[config.mk]
export PLATFORM = sky130hd
export DESIGN_NAME = canvas_reader
export DESIGN_NICKNAME = d
export VERILOG_FILES = /design/src/rtl/mnist_pkg.sv /design/src/rtl/canvas_skid_fifo.sv /design/src/rtl/canvas_reader.sv
export SDC_FILE = /design/constraint.sdc
export NUM_CORES = 1
export LEC_CHECK = 0
export CORE_ASPECT_RATIO = 1.4
export CORE_MARGIN = 2
export CORE_UTILIZATION = 48
export DETAILED_ROUTE_END_ITERATION = 8
export MAX_ROUTING_LAYER = met4
export PLACE_DENSITY = 0.88
export SETUP_SLACK_MARGIN = 0.05
export SLEW_MARGIN = 30
export SYNTH_ARGS = -nofsm -noshare
export SYNTH_HDL_FRONTEND = slang
export SYNTH_SLANG_ARGS = --single-unit
export TNS_END_PERCENT = 100
[constraint.sdc]
create_clock -name Clk -period 2.9 [get_ports Clk]
set_clock_uncertainty 0.2 [all_clocks]
set_input_delay 0.58 -clock Clk [delete_from_list [all_inputs] [get_ports Clk]]
set_output_delay 0.58 -clock Clk [all_outputs]
set_load 0.02 [all_outputs]
[src/rtl/mnist_pkg.sv]
// Canvas geometry, pixel type and reader FSM encoding shared by the MNIST front end.
package mnist_pkg;

   localparam int CANVAS_DIM    = 28;
   localparam int CANVAS_PIXELS = CANVAS_DIM * CANVAS_DIM;
   localparam int CANVAS_ADDR_W = 10;

   typedef logic [7:0] pix8_t;

   typedef enum logic [1:0] {
      IDLE  = 2'd0,
      SCAN  = 2'd1,
      DRAIN = 2'd2
   } reader_state_e;

endpackage

[src/rtl/canvas_skid_fifo.sv]
// Purpose: 2-entry FIFO, valid/ready on both sides, synchronous flush clears contents.
// Latency: one cycle from write to read side; no write-to-read bypass.
// Backpressure: wr_rdy drops when both entries are held; rd_vld never depends on rd_rdy.
module canvas_skid_fifo #(
   parameter int W = 9
) (
   input  logic         Clk,
   input  logic         flush,
   input  logic         wr_vld,
   output logic         wr_rdy,
   input  logic [W-1:0] wr_dat,
   output logic         rd_vld,
   input  logic         rd_rdy,
   output logic [W-1:0] rd_dat,
   output logic [1:0]   count
);

   logic [W-1:0] mem [2];
   logic         wr_ptr;
   logic         rd_ptr;
   logic         push;
   logic         pop;

   assign wr_rdy = (count != 2'd2);
   assign rd_vld = (count != 2'd0);
   assign rd_dat = mem[rd_ptr];
   assign push   = wr_vld && wr_rdy;
   assign pop    = rd_vld && rd_rdy;

   always_ff @(posedge Clk) begin
      if (flush) begin
         mem[0] <= '0;
         mem[1] <= '0;
         wr_ptr <= 1'b0;
         rd_ptr <= 1'b0;
         count  <= 2'd0;
      end else begin
         if (push) begin
            mem[wr_ptr] <= wr_dat;
            wr_ptr      <= ~wr_ptr;
         end
         if (pop)
            rd_ptr <= ~rd_ptr;
         count <= count + {1'b0, push} - {1'b0, pop};
      end
   end

endmodule

[src/rtl/canvas_reader.sv]
// Purpose: scan the canvas RAM row-major and stream 8-bit pixels; CANVAS_READER_CLAMP_EN selects saturation.
// Latency: first beat valid 3 cycles after Start, then 1 beat/cycle with pix_ready high.
// Backpressure: reads issue only when the 2-entry skid buffer has room for them plus any read in flight.
module canvas_reader
   import mnist_pkg::*;
#(
   parameter int DIM   = 28,
   parameter int PIX_W = 16,
   parameter int SHIFT = 4
) (
   input  logic                     Clk,
   input  logic                     Reset,
   input  logic                     Start,
   output logic                     Busy,
   output logic                     Done,
   output logic [CANVAS_ADDR_W-1:0] ram_addr,
   output logic                     ram_rd,
   input  logic [PIX_W-1:0]         ram_data,
   output logic [7:0]               pix_data,
   output logic                     pix_valid,
   output logic                     pix_last,
   input  logic                     pix_ready
);

   localparam logic [CANVAS_ADDR_W-1:0] LAST_IDX = CANVAS_ADDR_W'(DIM * DIM - 1);

   reader_state_e            state;
   logic [CANVAS_ADDR_W-1:0] idx;
   logic                     rd_pend;
   logic                     rd_pend_last;
   logic [1:0]               fifo_cnt;
   logic [2:0]               occ;
   logic                     pop;
   logic                     fifo_wr_rdy;
   pix8_t                    pix_conv;

`ifdef CANVAS_READER_CLAMP_EN
   assign pix_conv = ((ram_data >> SHIFT) > PIX_W'(255)) ? 8'hFF : pix8_t'(ram_data >> SHIFT);
`else
   assign pix_conv = pix8_t'(ram_data >> SHIFT);
`endif

   // A beat leaving this cycle frees a slot before the new read's data can land.
   assign pop      = pix_valid && pix_ready;
   assign occ      = {1'b0, fifo_cnt} + {2'b00, rd_pend};
   assign ram_rd   = (state == SCAN) && ((occ < 3'd2) || (pop && occ == 3'd2));
   assign ram_addr = idx;
   assign Busy     = (state != IDLE);
   assign Done     = (state == DRAIN) && pop && pix_last;

   always_ff @(posedge Clk) begin
      if (Reset) begin
         state        <= IDLE;
         idx          <= '0;
         rd_pend      <= 1'b0;
         rd_pend_last <= 1'b0;
      end else begin
         rd_pend      <= ram_rd;
         rd_pend_last <= ram_rd && (idx == LAST_IDX);
         case (state)
            IDLE: if (Start) state <= SCAN;
            SCAN: begin
               if (ram_rd) begin
                  if (idx == LAST_IDX) begin
                     state <= DRAIN;
                     idx   <= '0;
                  end else begin
                     idx <= idx + 1'b1;
                  end
               end
            end
            DRAIN:   if (Done) state <= IDLE;
            default: state <= IDLE;
         endcase
      end
   end

   canvas_skid_fifo #(.W(9)) u_fifo (
      .Clk    (Clk),
      .flush  (Reset),
      .wr_vld (rd_pend && fifo_wr_rdy),
      .wr_rdy (fifo_wr_rdy),
      .wr_dat ({rd_pend_last, pix_conv}),
      .rd_vld (pix_valid),
      .rd_rdy (pix_ready),
      .rd_dat ({pix_last, pix_data}),
      .count  (fifo_cnt)
   );

endmodule
==> insert_results.sql <==
INSERT INTO impl_metrics (metric_group, metric, value, unit) VALUES
('worst_hold_path', 'worst_hold_path_type', 'register to register', ''),
('detailed_routing', 'wl', '3480', 'um'),
('detailed_routing', 'detailedRoute.firstIterationViolations', '25', ''),
('worst_hold_path', 'hold_path_depth', '2', ''),
('detailed_routing', 'via_count', '1317', ''),
('power_and_ir_drop', 'reported_leakage_power', '0.840', 'nW'),
('final_layout', 'antenna-diode-count', '0', ''),
('clock_tree', 'ctsRootBufferMaster', 'sky130_fd_sc_hd__clkbuf_8', ''),
('synth', 'post_synth_top_area_share', '0.315', ''),
('floorplanning', 'std_cell_rows', '25', ''),
('power_and_ir_drop', 'combPwrFrac', '0.345', ''),
('final_layout', 'share_of_cells_above_drive_strength_1', '0.161', ''),
('floorplanning', 'fp.dieW', '54.6', 'um'),
('critical_path', 'cp_data_arrival_time', '1.95', 'ns'),
('grt', 'first_global_vias', '1348', ''),
('clock_tree', 'max-clock-path-buffers', '2', ''),
('critical_path', 'r2r_end', 'ram_addr[6]', ''),
('grt', 'grt_start_max_net_pins', '20', ''),
('placed_design', 'count_of_input_and_output_buffers', '34', ''),
('placed_design', 'place.detailed.hpwl', '2560', 'um'),
('placed_design', 'postPlaceCellArea', '2130', 'um2'),
('synth', 'synth_cells', '155', ''),
('clock_tree', 'numCtsBuffers', '5', ''),
('worst_hold_path', 'timing.hold.worst_endpoint', 'ram_addr[9]', ''),
('run', 'drv_cap', '0', ''),
('floorplanning', 'core', '3410', 'um2'),
('critical_path', 'timing.critical_path.to_type', 'primary output', ''),
('clock_tree', 'worst_skew_pair.late_latency', '0.29', 'ns'),
('sta', 'clock.fmax', '367', 'MHz'),
('detailed_routing', 'via_per_inst', '5.51', ''),
('worst_hold_path', 'hold_start', 'ram_addr[9]', ''),
('grt', 'initial_antenna_violation_count', '0', ''),
('power_and_ir_drop', 'worst_ir_drop_vdd', '0.000397', 'V'),
('detailed_routing', 'wl_per_cell', '14.6', 'um'),
('detailed_routing', 'dr.pass1.iters', '4', ''),
('synth', 'synth_ff_type', 'sky130_fd_sc_hd__dfxtp_1', ''),
('status', 'status', 'complete, no violations', ''),
('grt', 'grt-ovfl-total', '0', ''),
('sta', 'finalSetupViolations', '0', ''),
('detailed_routing', 'drc_errors', '0', ''),
('placed_design', 'finalWeightedCongestion', '0.772', ''),
('grt', 'grt_usage', '0.199', ''),
('synth', 'synth.top_cells.by_count', 'sky130_fd_sc_hd__and2_1, sky130_fd_sc_hd__dfxtp_1, sky130_fd_sc_hd__edfxtp_1', ''),
('sta', 'maxSlewViolCount', '0', ''),
('floorplanning', 'design.die.area', '4080', 'um2'),
('critical_path', 'crit_path_max_fanout', '4', ''),
('sta', 'totalNegativeSetupSlack', '0', 'ns'),
('critical_path', 'regToRegStartpoint', 'u_fifo.count[0]', ''),
('floorplanning', 'io-pin-count', '43', ''),
('final_layout', 'final_area', '2220', 'um2'),
('sta', 'worst_slew_pin_slew', '0.825', 'ns'),
('final_layout', 'finish.net_count', '224', ''),
('sta', 'hold_violations', '0', ''),
('clock_tree', 'clkTransAtPathRegs', '0.07', 'ns'),
('clock_tree', 'h-tree-depth', '2', ''),
('synth', 'yosys.area.top_type', 'sky130_fd_sc_hd__edfxtp_1', ''),
('synth', 'synth_cell_type_count', '37', ''),
('sta', 'fin_crit_sh', '0.940', ''),
('power_and_ir_drop', 'power_density', '678', 'nW/um2'),
('sta', 'worst_slew_margin_rel', '0.446', ''),
('detailed_routing', 'detail-route-antenna-nets', '0', ''),
('floorplanning', 'initial_utilization', '0.504', ''),
('synth', 'synth_enable_flop_cells', '18', ''),
('synth', 'async_flop_share', '0', ''),
('sta', 'unrepaired_setup_endpoints_after_global_routing', 'no', ''),
('final_layout', 'area_growth_syn_to_layout', '29.4', '%'),
('power_and_ir_drop', 'seq_power_share', '0.431', ''),
('clock_tree', 'tritoncts', 'done', ''),
('critical_path', 'regToRegSetupSlack', '0.57', 'ns'),
('power_and_ir_drop', 'clock_power_share', '0.225', ''),
('synth', 'ys_top_cells_by_area', 'sky130_fd_sc_hd__edfxtp_1, sky130_fd_sc_hd__dfxtp_1, sky130_fd_sc_hd__and2_1', '');
[cell families (layout without fill, tap and decap cells)]
group	Yosys count	in the layout	share of synthesized area
AND/OR/NAND/NOR	60	60	0.213
AO/OA/AOI/OAI	25	25	0.0918
multiplexers	9	9	0.0590
adder cells (fa/ha/maj)	6	6	0.0437
flip-flops	37	37	0.536
buffers and inverters	13	57	0.0313
XOR/XNOR	5	5	0.0255
[worst max-delay path by stage]
| stage | from | end | slack (ns) | depth (start not counted) |
|---|---|---|---|---|
| floorplan | u_fifo.count[0] | ram_rd | 0.61 | 7 |
| global placement | pix_ready | Done | 0.06 | 5 |
| detailed placement | pix_ready | Done | 0.03 | 5 |
| CTS | u_fifo.count[0] | ram_rd | 0.03 | 7 |
| global route | u_fifo.count[0] | ram_rd | 0.07 | 7 |
| finish | u_fifo.count[0] | ram_rd | 0.17 | 7 |
[critical path: stages (launching register included)]
cell and delay (ns):
sky130_fd_sc_hd__dfxtp_2 0.35, sky130_fd_sc_hd__ha_1 0.17, sky130_fd_sc_hd__inv_1 0.05, sky130_fd_sc_hd__ha_1 0.25, sky130_fd_sc_hd__and4bb_2 0.24, sky130_fd_sc_hd__a31oi_2 0.20, sky130_fd_sc_hd__inv_1 0.09, sky130_fd_sc_hd__clkdlybuf4s15_1 0.29
[through the flow]
stage          hold slack, ns  power (mW)  worst slack (ns)  std cells   util
2_1_floorplan           0.248       0.967             0.611        155      -
3_3_place_gp            0.273        1.14            0.0584        231  0.626
3_5_place_dp            0.295        1.17            0.0259        231  0.626
4_1_cts                 0.310        1.52            0.0293        239  0.649
5_1_grt                 0.331        1.59            0.0687        239  0.652
6_report                0.309        1.51             0.174        239  0.652
[state kept, by name, summed over array words and instances, names as in the netlist, named ones only]
name and flops:
ram_addr 10, u_fifo.mem 18, rd_pend 1, u_fifo.count 2, state 2, u_fifo.wr_ptr 1
u_fifo.rd_ptr 1, rd_pend_last 1
[power by group through the flow]
stage	logic (mW)	clock network, mW	registers, mW
after global placement	0.491	0	0.652
after detailed placement	0.517	0	0.657
after floorplan	0.315	0	0.652
after CTS	0.517	0.351	0.647
final	0.519	0.338	0.649
after global routing	0.568	0.365	0.655
[repair_timing]
action,CTS,global route
hold endpoints to repair,0,0
resized for setup,2,3
buffers inserted,0,0
setup endpoints to repair,2,1
hold buffers,0,0
[layer usage]
layer / GRT usage / part of all wire
met1: 0.176 / 0.39
met2: 0.363 / 0.54
met3: 0.0536 / 0.040
met4: 0.114 / 0.027
met5: - / 0
[placed cells by master, fill, tap and decap left out, types with 7 or more instances in the layout]
master	netlist	final
sky130_fd_sc_hd__inv_1	9	9
sky130_fd_sc_hd__clkdlybuf4s50_1	0	32
sky130_fd_sc_hd__nand2_1	7	7
sky130_fd_sc_hd__edfxtp_1	18	18
sky130_fd_sc_hd__nor2_1	8	8
sky130_fd_sc_hd__and2_1	19	19
sky130_fd_sc_hd__a21oi_1	9	9
sky130_fd_sc_hd__mux2_2	9	9
sky130_fd_sc_hd__dfxtp_1	19	18
[final cells by class]
cell class | instances | area [um2]
multi-input cells | 105 | 749
flip-flops and latches | 37 | 922
inverters | 9 | 33.8
clock inverters | 2 | 10.0
repair buffers | 40 | 384
fillers | 284 | 1190
clock buffers | 6 | 72.6
well taps | 40 | 50.0
(Power assumes the default switching activity.)
